**config.mk**
```make
export PLATFORM = sky130hd
export DESIGN_NAME = seu_ram_scrubber
export DESIGN_NICKNAME = d
export VERILOG_FILES = /design/src/rtl/seu_ram_scrubber.sv
export SDC_FILE = /design/constraint.sdc
export NUM_CORES = 1
export LEC_CHECK = 0
export ABC_AREA = 0
export CAP_MARGIN = 40
export CORE_MARGIN = 2
export CORE_UTILIZATION = 47
export DETAILED_ROUTE_END_ITERATION = 12
export PLACE_DENSITY = 0.79
export SYNTH_ARGS = -nofsm -noshare
export SYNTH_HDL_FRONTEND = slang
export SYNTH_SLANG_ARGS = --single-unit
```
**constraint.sdc**
```tcl
create_clock -name clk -period 2.44 [get_ports clk]
set_clock_uncertainty 0.1 [all_clocks]
set_input_delay 0.244 -clock clk [delete_from_list [all_inputs] [get_ports clk]]
set_output_delay 0.244 -clock clk [all_outputs]
set_load 0.005 [all_outputs]
```
**src/rtl/seu_ram_scrubber.sv**
```systemverilog
// Fills a 2^ADDR_W x DATA_W test memory with an address-derived pattern. On command it
// scans the memory back, counts mismatching words (SEUs) and rewrites each corrupted word.
// Latency: a fill takes 2^ADDR_W+1 cycles after the strobe. A scan takes 2*2^ADDR_W+1
// cycles, plus 1 cycle per repaired word.
// Backpressure: none. Strobes that arrive outside IDLE are dropped, and clear_err is accepted in any state.
//
// Ports:
//   clk, rst          single clock and synchronous active-low reset
//   start_fill        strobe: write the pattern to every address
//   start_scan        strobe: read, compare and repair every address
//   clear_err         strobe: zero err_cnt, err_flag and last_err_addr
//   mem_we/re/addr/wdata, mem_rdata
//                     memory port. Read data returns the cycle after mem_re.
//   busy, done        status. done pulses for one cycle at completion.
//   err_cnt, err_flag, last_err_addr
//                     error status. The counter saturates and the flag is sticky.
module seu_ram_scrubber #(
  parameter int ADDR_W = 4,
  parameter int DATA_W = 8,
  parameter int CNT_W  = 16,
  parameter logic [DATA_W-1:0] PATTERN_XOR = '0
) (
  input  logic              clk,
  input  logic              rst,
  input  logic              start_fill,
  input  logic              start_scan,
  input  logic              clear_err,
  output logic              mem_we,
  output logic              mem_re,
  output logic [ADDR_W-1:0] mem_addr,
  output logic [DATA_W-1:0] mem_wdata,
  input  logic [DATA_W-1:0] mem_rdata,
  output logic              busy,
  output logic              done,
  output logic [CNT_W-1:0]  err_cnt,
  output logic              err_flag,
  output logic [ADDR_W-1:0] last_err_addr
);

  typedef enum logic [2:0] {
    IDLE     = 3'd0,
    FILL     = 3'd1,
    SCAN_RD  = 3'd2,
    SCAN_CMP = 3'd3,
    FIX      = 3'd4,
    DONE     = 3'd5
  } state_t;

  localparam logic [ADDR_W-1:0] LAST_ADDR = '1;
  localparam logic [CNT_W-1:0]  CNT_MAX   = '1;

  state_t            state, state_nxt;
  logic [ADDR_W-1:0] addr, addr_nxt;

  // Next values of the registered outputs
  logic              mem_we_nxt, mem_re_nxt;
  logic [ADDR_W-1:0] mem_addr_nxt;
  logic [DATA_W-1:0] mem_wdata_nxt;
  logic              busy_nxt, done_nxt;
  logic [CNT_W-1:0]  err_cnt_nxt;
  logic              err_flag_nxt;
  logic [ADDR_W-1:0] last_err_addr_nxt;
  logic              mismatch;

  // Expected word: the address is zero-extended to the word width, then XORed with the pattern.
  function automatic logic [DATA_W-1:0] expected(input logic [ADDR_W-1:0] a);
    logic [DATA_W-1:0] ext;
    ext = '0;
    ext[ADDR_W-1:0] = a;
    return ext ^ PATTERN_XOR;
  endfunction

  // mem_rdata carries the word requested in the previous SCAN_RD cycle, at the same addr.
  assign mismatch = (state == SCAN_CMP) && (mem_rdata != expected(addr));

  always_comb begin
    state_nxt = state;
    addr_nxt  = addr;
    unique case (state)
      IDLE: begin
        if (start_fill) begin
          state_nxt = FILL;
          addr_nxt  = '0;
        end else if (start_scan) begin
          state_nxt = SCAN_RD;
          addr_nxt  = '0;
        end
      end
      FILL: begin
        if (addr == LAST_ADDR) state_nxt = DONE;
        else                   addr_nxt  = addr + ADDR_W'(1);
      end
      SCAN_RD: state_nxt = SCAN_CMP;
      SCAN_CMP: begin
        if (mismatch) begin
          state_nxt = FIX;
        end else if (addr == LAST_ADDR) begin
          state_nxt = DONE;
        end else begin
          state_nxt = SCAN_RD;
          addr_nxt  = addr + ADDR_W'(1);
        end
      end
      FIX: begin
        if (addr == LAST_ADDR) begin
          state_nxt = DONE;
        end else begin
          state_nxt = SCAN_RD;
          addr_nxt  = addr + ADDR_W'(1);
        end
      end
      DONE:    state_nxt = IDLE;
      default: state_nxt = IDLE;
    endcase
  end

  // The outputs are decoded from the next state. This lets the registered strobes line up
  // with the state that the FSM occupies during the same cycle.
  always_comb begin
    mem_we_nxt    = (state_nxt == FILL) || (state_nxt == FIX);
    mem_re_nxt    = (state_nxt == SCAN_RD);
    mem_addr_nxt  = mem_addr;
    mem_wdata_nxt = mem_wdata;
    if (mem_we_nxt || mem_re_nxt) mem_addr_nxt  = addr_nxt;
    if (mem_we_nxt)               mem_wdata_nxt = expected(addr_nxt);
    busy_nxt = (state_nxt != IDLE);
    done_nxt = (state_nxt == DONE);
  end

  // Error bookkeeping. If a clear and a mismatch arrive together, the clear takes priority.
  always_comb begin
    err_cnt_nxt       = err_cnt;
    err_flag_nxt      = err_flag;
    last_err_addr_nxt = last_err_addr;
    if (clear_err) begin
      err_cnt_nxt       = '0;
      err_flag_nxt      = 1'b0;
      last_err_addr_nxt = '0;
    end else if (mismatch) begin
      if (err_cnt != CNT_MAX) err_cnt_nxt = err_cnt + CNT_W'(1);
      err_flag_nxt      = 1'b1;
      last_err_addr_nxt = addr;
    end
  end

  always_ff @(posedge clk) begin
    if (!rst) begin
      state         <= IDLE;
      addr          <= '0;
      mem_we        <= 1'b0;
      mem_re        <= 1'b0;
      mem_addr      <= '0;
      mem_wdata     <= '0;
      busy          <= 1'b0;
      done          <= 1'b0;
      err_cnt       <= '0;
      err_flag      <= 1'b0;
      last_err_addr <= '0;
    end else begin
      state         <= state_nxt;
      addr          <= addr_nxt;
      mem_we        <= mem_we_nxt;
      mem_re        <= mem_re_nxt;
      mem_addr      <= mem_addr_nxt;
      mem_wdata     <= mem_wdata_nxt;
      busy          <= busy_nxt;
      done          <= done_nxt;
      err_cnt       <= err_cnt_nxt;
      err_flag      <= err_flag_nxt;
      last_err_addr <= last_err_addr_nxt;
    end
  end

endmodule

```
==> results_dict.tcl, run 1 <==
set metrics [dict create \
    cell_internal_pwr_w 0.00101 \
    ys_ff_latch 40 \
    worstPathRequired_ns 2.57 \
    fin_crit_ns 2.12 \
    core_area_um2 4030 \
    path_buf_inv 1 \
    drc 0 \
    final_common_cell "clkdlybuf4s50_1" \
    max_stage_delay_ns 0.46 \
    p_comb_share_pct 14.9 \
    relSlewSlack_pct 63.1 \
    ctsResizeCount 0 \
    ant_nets 0 \
    status "finished clean" \
    cts_tree "built" \
    cp_top_family "simple AND/OR/NAND/NOR gates" \
    clk_latency_ns 0.29 \
    die_x_um 68.7 \
    dieArea_um2 4720 \
    cts-root-buf "clkbuf_8" \
    pwr-share-clk_pct 33.8 \
    final_area_um2 2630 \
    maxCapViolCount 0 \
    r2r_setup_slack_ns 0.32 \
    rows 23 \
    synthCells 238 \
    power.density_nw_per_um2 509 \
    min_from "last_err_addr[3]" \
    regToRegStartpoint "err_cnt[0]" \
    firstDrtPassIters 4 \
    holdPathEnd "last_err_addr[3]" \
    grt_antenna_before_repair 0 \
    worstSetupEndpointType "register" \
    post-cts-setup-buffer-count 0 \
    layout_common_cells "45 x clkdlybuf4s50_1, 40 x dfxtp_1, 29 x nand2_1, 25 x a21oi_1, 17 x nor2_1" \
    arrival_ns 2.25 \
    slew_violations 0 \
    setup_viol 0 \
    tns_ns 0 \
    clk_path_buf_depth 2 \
    routedWlPerCell_um 14.2 \
    routed_wl_mm 4.92 \
    placed_area_um2 2540 \
    gp_congestion 0.852 \
    hold_buffers 0 \
    initial_core_util_pct 48.9 \
    grt_usage_pct 22.9 \
    hold_viol 0 \
    fmax_mhz 471 \
    synth_edf_count 0 \
    vias 1985 \
    dieHeight_um 68.7 \
    tightest_slew_ns 0.539 \
    io_buffers 45 \
    synth_flop_cell "dfxtp_1" \
    ios 50 \
    crit_type "reg -> reg" \
    grt_pass1_wl_mm 8.20 \
    final_net_count 310 \
    grt_pass1_vias 1757 \
    grt_max_degree 15 \
    leakage_nw 0.917 \
    numCtsBuffers 5 \
    synth-async-reset-ratio_pct 0 \
    ys_seq_area_share_pct 40.7 \
    cp-start-kind "register" \
    clock-sinks 40 \
    syn_area_per_cell_um2 8.27 \
    path_max_fanout 10 \
    finalCritPeriodShare_pct 87.0 \
    clkTransAtPathRegs_ns 0.08 \
    sw_frac_of_total_pct 24.9 \
    rsz0062_at_grt "no" \
    seqPwrFrac_pct 51.3 \
    first_iter_violations 117 \
    hp-class "reg -> reg" \
    diodes 0 \
    via_per_inst 5.74 \
    path_cells "ha_1 -> nand3_1 -> nor2_1 -> o211ai_1 -> buf_4 -> or4_1 -> a21oi_1" \
    ys_types 51 \
    r2r_end "err_cnt[14]" \
    yosysWarnings 0 \
    ir_worst_vdd_mv 0.350 \
    htreeDepth 2 \
    grt_overflow_total 0 \
    netlist_area_um2 1970 \
    drive_gt1_share_pct 10.1 \
    p_sw_w 0.000333 \
    hold_depth 2 \
    cp_slowest_cell "or4_1" \
    area_delta_synth_final_pct 33.5 \
    reg2reg_depth 7 \
    hpwlAfterDp_mm 3.55 \
]
==> layer usage <==
layer,share of wire (%),vias to the layer above,wire length (um),global-route usage (%)
li1,-,995,-,-
met2,46,77,2250,37.1
met5,0,-,0,0
met4,1.2,0,59,7.35
met3,6.5,7,319,5.68
met1,47,906,2290,30.0
==> cell type report <==
class	count	area, um^2
inverter	4	15.0
timing repair buffer	61	571
sequential	40	801
clock buffer	8	90.1
multi-input combinational	183	1090
tap	50	62.6
fill	336	1400
==> tightest hold or removal path, stage by stage (launching register included) <==
cell     delay [ns]
dfxtp_1        0.32
nand2_1        0.06
a21oi_1        0.05
==> metrics by stage <==
stage	worst slack (ns)	power (W)	utilization, %	std cells	hold slack (ns)
after floorplan	0.509	0.000806	-	241	0.348
after global placement	0.132	0.000895	63.0	338	0.353
final	0.317	0.00134	65.2	346	0.372
after global routing	0.132	0.00141	65.2	346	0.399
after CTS	0.313	0.00135	65.2	346	0.373
after detailed placement	0.131	0.000897	63.0	338	0.360
==> Yosys cell counts, types with 5 or more instances <==
master | count | area share, %
a21oi_1 | 25 | 6.4
clkbuf_1 | 9 | 1.7
dfxtp_1 | 40 | 41
nand2_1 | 29 | 5.5
nand2b_1 | 5 | 1.6
nand3_1 | 5 | 1.3
nand4_1 | 6 | 1.9
nor2_1 | 17 | 3.2
o21ai_0 | 11 | 2.8
o22ai_1 | 6 | 1.9
o31ai_1 | 5 | 1.9
or3_1 | 8 | 2.5
xnor2_1 | 5 | 2.2
==> state kept, by name (all words and copies together), names as in the netlist, 3 cells and up <==
signal and count:
addr 4, err_cnt 16, last_err_addr 4, mem_addr 4
mem_wdata 4, state 3
==> worst max-delay path by stage <==
stage | cells past startpoint | startpoint | endpoint
after floorplan | 6 | err_cnt[0] | err_cnt[14]
after global placement | 7 | mem_rdata[5] | mem_addr[1]
after detailed placement | 7 | mem_rdata[5] | mem_addr[3]
after CTS | 7 | err_cnt[0] | err_cnt[14]
after global routing | 7 | err_cnt[0] | err_cnt[14]
final | 7 | err_cnt[0] | err_cnt[14]
==> cells by family after synthesis <==
logic type               share of synthesized area (%)
flip-flops                                        40.7
adder cells (fa/ha/maj)                           1.27
AO/OA/AOI/OAI                                     25.3
buffers and inverters                             4.57
XOR/XNOR                                          3.11
other                                            0.190
AND/OR/NAND/NOR                                   24.3
multiplexers                                     0.508
==> power by group through the flow <==
stage | logic, W | clock network, W | registers [W]
after floorplan | 0.000103 | 0 | 0.000702
final | 0.000199 | 0.000453 | 0.000687
after CTS | 0.000198 | 0.000462 | 0.000687
after detailed placement | 0.000197 | 0 | 0.000701
after global placement | 0.000194 | 0 | 0.000702
after global routing | 0.000217 | 0.000502 | 0.000689
Power figures use the tool's default switching activity.
==> run 2, diff against run 1 <==
--- a/config.mk
+++ b/config.mk
@@ -6,7 +6,7 @@
 export NUM_CORES = 1
 export LEC_CHECK = 0
 export ABC_AREA = 0
-export CAP_MARGIN = 40
+export CAP_MARGIN = 20
 export CORE_MARGIN = 2
 export CORE_UTILIZATION = 47
 export DETAILED_ROUTE_END_ITERATION = 12
==> results of run 2 <==
No change in the layout: final DEF, timing and power equal those of run 1.
